### src/rtl/uart_pkg.sv
// uart_pkg: shared FSM states, parity modes and frame-length helper for uart_tx_fifo
package uart_pkg;

    typedef enum logic [2:0] {ST_IDLE, ST_START, ST_DATA, ST_PARITY, ST_STOP} uart_state_e;

    localparam int PAR_NONE = 0;
    localparam int PAR_EVEN = 1;
    localparam int PAR_ODD  = 2;

    function automatic int frame_bits(input int data_bits, input int parity, input int stop_bits);
        return 1 + data_bits + ((parity != PAR_NONE) ? 1 : 0) + stop_bits;
    endfunction

endpackage

### src/rtl/sync_fifo.sv
// sync_fifo: single-clock FIFO with occupancy output
//   clk, reset_n : clock, async active-low reset (clears pointers and level)
//   push_i/pop_i : write/read requests, ignored when full/empty
//   wdata_i      : word to write; rdata_o: head word (valid when level_o != 0)
//   level_o      : occupancy 0..DEPTH
module sync_fifo #(
    parameter int WIDTH = 8,
    parameter int DEPTH = 4
) (
    input  logic                     clk,
    input  logic                     reset_n,
    input  logic                     push_i,
    input  logic                     pop_i,
    input  logic [WIDTH-1:0]         wdata_i,
    output logic [WIDTH-1:0]         rdata_o,
    output logic [$clog2(DEPTH):0]   level_o
);
    localparam int AW = $clog2(DEPTH);

    logic [WIDTH-1:0] mem_q [DEPTH];
    logic [AW-1:0]    wp_q, rp_q;
    logic [AW:0]      level_q;
    logic             do_push, do_pop;

    assign do_push = push_i && level_q != (AW+1)'(DEPTH);
    assign do_pop  = pop_i && level_q != '0;

    // Pointers wrap naturally because DEPTH is a power of two.
    always_ff @(posedge clk or negedge reset_n) begin
        if (!reset_n) begin
            wp_q    <= '0;
            rp_q    <= '0;
            level_q <= '0;
        end else begin
            wp_q    <= wp_q + AW'(do_push);
            rp_q    <= rp_q + AW'(do_pop);
            level_q <= level_q + (AW+1)'(do_push) - (AW+1)'(do_pop);
        end
    end

    always_ff @(posedge clk) begin
        if (do_push) mem_q[wp_q] <= wdata_i;
    end

    assign rdata_o = mem_q[rp_q];
    assign level_o = level_q;

endmodule

### src/rtl/uart_tx_fifo.sv
// uart_tx_fifo: buffered UART transmitter with configurable framing
//   clk, reset_n : clock, async active-low reset (aborts frame, empties FIFO)
//   tx_valid/tx_ready/tx_data : word push handshake into the FIFO
//   uart_tx      : serial line, idle high
//   busy         : FIFO not empty or a frame in progress
//   fifo_level   : FIFO occupancy 0..FIFO_DEPTH
module uart_tx_fifo
    import uart_pkg::*;
#(
    parameter int MAIN_CLK   = 25000000,
    parameter int BAUD       = 115200,
    parameter int DATA_BITS  = 8,
    parameter int PARITY     = 0,
    parameter int STOP_BITS  = 1,
    parameter int FIFO_DEPTH = 4
) (
    input  logic                          clk,
    input  logic                          reset_n,
    input  logic                          tx_valid,
    output logic                          tx_ready,
    input  logic [DATA_BITS-1:0]          tx_data,
    output logic                          uart_tx,
    output logic                          busy,
    output logic [$clog2(FIFO_DEPTH):0]   fifo_level
);
    localparam int DIV = MAIN_CLK / BAUD;
    localparam int CW  = (DIV > 2) ? $clog2(DIV) : 1;
    localparam int LW  = $clog2(FIFO_DEPTH) + 1;

    if (DIV < 2 || DATA_BITS < 5 || DATA_BITS > 9 || PARITY < 0 || PARITY > 2 ||
        (STOP_BITS != 1 && STOP_BITS != 2) || FIFO_DEPTH < 2 ||
        (FIFO_DEPTH & (FIFO_DEPTH - 1)) != 0) begin : g_bad_params
        $fatal(1, "uart_tx_fifo: illegal parameter combination");
    end

    uart_state_e          state_q, state_d;
    logic [CW-1:0]        cnt_q, cnt_d;
    logic [3:0]           bit_q, bit_d;
    logic [DATA_BITS-1:0] sh_q, sh_d, head;
    logic                 par_q, par_d, tx_q, tx_d;
    logic                 pop, tick, empty;

    sync_fifo #(.WIDTH(DATA_BITS), .DEPTH(FIFO_DEPTH)) u_fifo (
        .clk     (clk),
        .reset_n (reset_n),
        .push_i  (tx_valid && tx_ready),
        .pop_i   (pop),
        .wdata_i (tx_data),
        .rdata_o (head),
        .level_o (fifo_level)
    );

    assign tx_ready = fifo_level != LW'(FIFO_DEPTH);
    assign empty    = fifo_level == '0;
    assign tick     = cnt_q == '0;
    assign busy     = state_q != ST_IDLE || !empty;
    assign uart_tx  = tx_q;

    always_comb begin
        state_d = state_q;
        cnt_d   = (state_q == ST_IDLE || tick) ? CW'(DIV - 1) : cnt_q - 1'b1;
        bit_d   = bit_q;
        sh_d    = sh_q;
        par_d   = par_q;
        pop     = 1'b0;
        case (state_q)
            ST_START:  if (tick) state_d = ST_DATA;
            ST_DATA:   if (tick) begin
                sh_d  = sh_q >> 1;
                bit_d = bit_q + 1'b1;
                if (bit_q == 4'(DATA_BITS - 1)) begin
                    bit_d   = '0;
                    state_d = (PARITY != PAR_NONE) ? ST_PARITY : ST_STOP;
                end
            end
            ST_PARITY: if (tick) state_d = ST_STOP;
            ST_STOP:   if (tick) begin
                bit_d = bit_q + 1'b1;
                if (bit_q == 4'(STOP_BITS - 1)) begin
                    bit_d   = '0;
                    state_d = ST_IDLE;
                end
            end
            default: ;
        endcase
        // Heading for IDLE with data queued (from IDLE or end of STOP) chains straight into a new start bit.
        if (state_d == ST_IDLE && !empty) begin
            pop     = 1'b1;
            state_d = ST_START;
            sh_d    = head;
            par_d   = (^head) ^ (PARITY == PAR_ODD);
            bit_d   = '0;
        end
        tx_d = (state_d == ST_START) ? 1'b0 :
               (state_d == ST_DATA) ? sh_d[0] :
               (state_d == ST_PARITY) ? par_d : 1'b1;
    end

    always_ff @(posedge clk or negedge reset_n) begin
        if (!reset_n) begin
            state_q <= ST_IDLE;
            cnt_q   <= '0;
            bit_q   <= '0;
            sh_q    <= '0;
            par_q   <= 1'b0;
            tx_q    <= 1'b1;
        end else begin
            state_q <= state_d;
            cnt_q   <= cnt_d;
            bit_q   <= bit_d;
            sh_q    <= sh_d;
            par_q   <= par_d;
            tx_q    <= tx_d;
        end
    end

endmodule

### config.mk
export PLATFORM = sky130hd
export DESIGN_NAME = uart_tx_fifo
export DESIGN_NICKNAME = d
export VERILOG_FILES = /design/src/rtl/uart_pkg.sv /design/src/rtl/sync_fifo.sv /design/src/rtl/uart_tx_fifo.sv
export SDC_FILE = /design/constraint.sdc
export NUM_CORES = 1
export LEC_CHECK = 0
export ABC_AREA = 1
export CAP_MARGIN = 15
export CELL_PAD_IN_SITES_DETAIL_PLACEMENT = 0
export CELL_PAD_IN_SITES_GLOBAL_PLACEMENT = 2
export CORE_ASPECT_RATIO = 0.6
export CORE_UTILIZATION = 40
export DETAILED_ROUTE_END_ITERATION = 10
export PLACE_DENSITY_LB_ADDON = 0.1
export SETUP_SLACK_MARGIN = 0.3
export SYNTH_ARGS = -nofsm -noshare
export SYNTH_HDL_FRONTEND = slang
export SYNTH_SLANG_ARGS = --single-unit
### constraint.sdc
create_clock -name clk -period 3.5 [get_ports clk]
set_clock_uncertainty 0.05 [all_clocks]
set_input_delay 0.7 -clock clk [delete_from_list [all_inputs] [get_ports clk]]
set_output_delay 0.7 -clock clk [all_outputs]
set_load 0.01 [all_outputs]
== Word-level counts from Yosys, hierarchy flattened ==
Memory sizes are Yosys's and may differ from the RTL's.
Cells that the tools add are included.

* Memories kept: 1
* RAM bits: 32
* Output and inout bits: 6
* Logic and storage cells: 73
* Input port bits: 11
* Bits in registers: 32

* Muxes and demuxes: 25
* Add/sub/neg operators: 6
* Reduce and logical (&&, ||, !) cells: 20
* Eq/ne operators: 11

{| class="wikitable"
|+ Memories
! memory !! depth !! width !! read ports !! clocked after memory_dff !! wr ports !! line !! text
|-
| u_fifo.mem_q || 4 || 8 || 1 || 0 || 1 || sync_fifo.sv:20 || <nowiki>logic [WIDTH-1:0] mem_q [DEPTH];</nowiki>
|}

{| class="wikitable"
|+ Operators with widths
! operator !! number
|-
| 8-bit two-way mux || 4
|-
| 3-bit two-way mux || 7
|-
| 4-bit two-way mux || 5
|-
| 3-bit by 2-bit == test with 1-bit output (second input constant) || 4
|-
| 3-bit case mux with 4 select lines || 1
|-
| 3-bit logical NOT || 3
|-
| 3-bit inequality test (second input constant) || 3
|-
| 3-bit nonzero test || 3
|-
| 8-bit logical NOT || 1
|-
| 4-bit case mux with 2 select lines || 1
|-
| 8-bit XOR reduction || 1
|-
| 8-bit by 1-bit subtractor with 8-bit output (second input constant) || 1
|-
| 1-bit two-way mux || 7
|-
| 3-bit by 1-bit == test with 1-bit output (second input constant) || 2
|-
| 2-bit by 1-bit adder with 2-bit output || 2
|-
| 4-bit by 1-bit adder with 4-bit output (second input constant) || 1
|-
| 4-bit by 3-bit == test with 1-bit output (second input constant) || 1
|-
| 1-bit logical AND || 4
|-
| 4-bit logical NOT || 1
|-
| 2-bit nonzero test || 2
|-
| 3-bit by 1-bit adder with 3-bit output || 1
|-
| 3-bit == test (second input constant) || 1
|-
| 3-bit AND reduction || 1
|-
| 3-bit by 1-bit subtractor with 3-bit output || 1
|-
| 3 further kinds || 4
|}

== Logic depth before layout (Yosys ltp) ==
* Depth in word-level cells: 11
* Depth in mapped cells: 15
* Mapped depth without buffers: 14

== Cells and area by module ==
Synthesis repeated with hierarchy kept, for this count alone.

* Cells, all modules: 316
* Area total of the unflattened synthesis: 3198.1 sq um

{| class="wikitable"
|+ By module, submodules not included
! module !! times used !! area each (sq um) !! sequential area each (sq um) !! cells each
|-
| sync_fifo || 1 || 1609.0 || 1136.1 || 127
|-
| uart_tx_fifo || 1 || 1589.0 || 626.9 || 189
|}

== Worst setup path after synthesis ==
No wires, ideal clock.

* Kind: register to register
* From: reg cnt_q[0]
* To: reg u_fifo.level_q[2], in the netlist u_fifo.level_o[2]
* Period minus slack after synthesis: 2383 ps
* Setup time: 123 ps
* Required time: 3327 ps
* Arrival time: 2210 ps
* Stages on the path, launching flop included: 14
* Path buffers: 0
* Path slack: 1117 ps
* Cells stage by stage: dfrtp_1 inv_1 ha_1 nand3_2 nor2_4 nand2_2 a21oi_2 nand3_1 nor2_4 xor2_1 ha_1 inv_1 fa_1 xnor2_1

* Cells in the longest elaborated chain, start to end: 8
* Elaborated cells on any way between the ends: 11
* Classes of those cells: add/sub (1); mux (6); reduce/logical (4)

{| class="wikitable"
|+ RTL lines
! element !! line !! text
|-
| from (decl) || uart_tx_fifo.sv:37 || <nowiki>logic [CW-1:0] cnt_q, cnt_d;</nowiki>
|-
| from (signal assigned) || uart_tx_fifo.sv:109 || <nowiki>cnt_q <= cnt_d;</nowiki>
|-
| 8-bit logical NOT (*) || uart_tx_fifo.sv:55 || <nowiki>assign tick = cnt_q == '0;</nowiki>
|-
| 3-bit two-way mux, on equally long branches || n/a ||
|-
| 3-bit case mux with 4 select lines (*) || uart_tx_fifo.sv:66 || <nowiki>case (state_q)</nowiki>
|-
| 3-bit logical NOT (*) || uart_tx_fifo.sv:87 || <nowiki>if (state_d == ST_IDLE && !empty) begin</nowiki>
|-
| 1-bit logical AND (*) || uart_tx_fifo.sv:87 ||
|-
| 1-bit two-way mux (*) || uart_tx_fifo.sv:87 ||
|-
| 1-bit logical AND (*) || sync_fifo.sv:26 || <nowiki>assign do_pop = pop_i && level_q != '0;</nowiki>
|-
| 3-bit by 1-bit subtractor with 3-bit output (*) || sync_fifo.sv:37 || <nowiki>level_q <= level_q + (AW+1)'(do_push) - (AW+1)'(do_pop);</nowiki>
|-
| to (signal assigned) || sync_fifo.sv:37 ||
|-
| to (decl) || sync_fifo.sv:22 || <nowiki>logic [AW:0] level_q;</nowiki>
|}

Every way passes the cells marked *; elsewhere a longest branch is shown, timed or not.
A chain may end at the register's enable or synchronous reset.

== Worst setup path after layout ==
* From: reg u_fifo.level_q[1], in the netlist u_fifo.level_o[1]
* To: out busy

* Cells in the longest elaborated chain, start to end: 3

{| class="wikitable"
|+ RTL lines
! element !! line !! text
|-
| 3-bit logical NOT || uart_tx_fifo.sv:54 || <nowiki>assign empty = fifo_level == '0;</nowiki>
|-
| 1-bit logical NOT || uart_tx_fifo.sv:56 || <nowiki>assign busy = state_q != ST_IDLE || !empty;</nowiki>
|-
| 1-bit logical OR || uart_tx_fifo.sv:56 ||
|-
| to (decl) || uart_tx_fifo.sv:23 || <nowiki>output logic busy,</nowiki>
|}

No other way between the ends.

==> reports/metrics.yaml <==
first_iter_violations: 129
hp-class: "reg2reg"
dieArea_um2: 8290
fin_cells: 491
avgSynthCellArea_um2: 8.87
rsz0062_at_grt: "false"
ir_drop_mv: 0.400
grt_pass1_wl_mm: 10.2
gp_congestion: 0.749
setup_viol: 0
syn-num-nets: 375
postRouteWirelength_mm: 5.92
clk_pin_slew_ns: 0.05
die_y_um: 70.9
boundaryPins: 17
finalNetCount: 400
wl_met2_mm: 2.23
htreeDepth: 3
required_ns: 2.75
maxUsedRoutingLayer: "met4"
drc: 0
pwr-share-seq: 0.403
drv_cap: 0
power.leakage_nw: 1.78
fmax_mhz: 389
p_comb_frac: 0.143
drive_gt1_frac: 0.101
final_cell_mix: "125 x nand2_1, 40 x inv_1, 32 x edfxtp_1"
postRouteAntennaNets: 0
p_clk_frac: 0.455
synth_cell_types: 33
rows: 24
layout_commonest_cell: "nand2_1"
ys.warnings.count: 0
r2r_cells: 13
grt_remaining_overflow: 0
relSlewSlack: 0.522
outcome: "complete, no violations"
grt_pass1_vias: 2132
cts_tree: "built"
cts_made_buffers: 9
internal_power_mw: 1.82
dr_wl_met3_um: 346
ctsResizeCount: 0
synthCells: 357
syn_area_um2: 3170
fillers: 719
period_needed_ns: 2.57
clock_path_buffers: 2
worstPathArrival_ns: 1.82
die_w_um: 117
hold_buffers: 0
final_util: 0.512
antenna_cells: 0
switching_share: 0.238
clkSinkCount: 64
yosysSeqAreaShare: 0.556
cellPowerDensity_nw_per_um2: 627
finalCritPeriodShare: 0.734
core-area_um2: 7450
switchingPower_mw: 0.569
dp_hpwl_mm: 4.30
grt_max_degree: 33
ys_seq_elements: 64
cts_setup_buffers: 0
path_class: "reg2out"
met1_length_mm: 3.29
end_kind: "primary output"
syn_to_final_growth_pct: 20.5
antenna_found_initial: 0
wl_per_cell_um: 12.0
setup_tns_ns: 0
port_buffers: 16
vias_per_cell: 4.50
worstPathMaxFanout: 5
worstSkewPairLatency_ns: 0.33
drt_pass1_iterations: 4
hold_path_depth: 1
grt_usage: 0.169
hold_viol_final: 0
start_util: 0.425
dp_cells: 475
worst_slew_pin_slew_ns: 0.718
startpoint_type: "register"
vias: 2210
maxSlewViolCount: 0
cts_root_buffer: "clkbuf_16"
worst paths after layout:
path / from / end / slack, ns
setup / recovery: u_fifo.level_o[1] / busy / 0.93
hold / removal: cnt_q[0] / cnt_q[0] / 0.37
setup reg to reg: cnt_q[0] / u_fifo.level_o[2] / 0.93
hold reg to reg: cnt_q[0] / cnt_q[0] / 0.37
max in group asynchronous: reset_n / uart_tx / 2.36
min in group asynchronous: reset_n / cnt_q[3] / 0.72
metrics by stage:
step                setup WS (ns)  cell area [µm²]  hold slack, ns  total power, mW
floorplan                    1.12             3170           0.353             1.17
global placement            0.959             3450           0.363             1.33
detailed placement          0.924             3450           0.367             1.33
CTS                         0.910             3820           0.374             2.42
global route                0.654             3820           0.420             2.51
finish                      0.931             3820           0.371             2.39
registers in the layout, indices dropped and copies added (netlist names):
signal,cells
u_fifo.mem_q,32
cnt_q,8
sh_q,8
bit_q,4
state_q,3
u_fifo.level_o,3
u_fifo.rp_q,2
u_fifo.wp_q,2
par_q,1
uart_tx,1
Yosys cell counts, drive strengths merged:
cell    count  area [µm²]
fa          1        20.0
inv        44         168
nand3b      1        7.51
dfrtp      31         776
o211ai      6        45.0
xor2        7        61.3
a21oi       9        48.8
nor2       26         118
clkinv      1        3.75
nand2     128         488
a211oi      1        7.51
xnor2       2        17.5
buf         7        48.8
o21ai      12        63.8
nor3        6        30.0
ha          6        75.1
and2        2        15.0
nand3      33         180
dfstp       1        26.3
edfxtp     32         961
o21bai      1        7.51
worst max-delay path, cell delays in order, from the launching register on:
cell,delay (ns)
dfrtp_1,0.44
nor3_1,0.47
nand2_1,0.09
clkdlybuf4s50_1,0.49
power by group through the flow:
stage | Sequential [mW] | Clock, mW | Combinational [mW]
2_1_floorplan | 0.976 | 0 | 0.198
3_3_place_gp | 0.980 | 0 | 0.346
3_5_place_dp | 0.978 | 0 | 0.348
4_1_cts | 0.965 | 1.10 | 0.348
5_1_grt | 0.978 | 1.14 | 0.394
6_report | 0.963 | 1.09 | 0.341
kinds of logic after synthesis:
family	after synthesis	synth area share
flops	64	0.556
simple gates	196	0.265
compound gates	29	0.0545
xor+xnor	9	0.0249
buf+inv	52	0.0695
fa+ha+maj	7	0.0300
layer usage:
| layer | up-vias | global-route usage |
|---|---|---|
| met5 | - | 0 |
| met4 | 0 | 0.0549 |
| met3 | 4 | 0.0600 |
| met2 | 40 | 0.219 |
| met1 | 971 | 0.257 |
| li1 | 1195 | - |
area by class of cell:
type                    count  area, µm²  area share
flip-flops and latches     64       1760       0.462
inverters                  45        171      0.0449
clock buffers               9        225      0.0590
clock inverters             7        144      0.0377
well taps                 104        130      0.0341
multi-input cells         241       1180       0.310
repair buffers             21        198      0.0518
(Power assumes the default switching activity.)
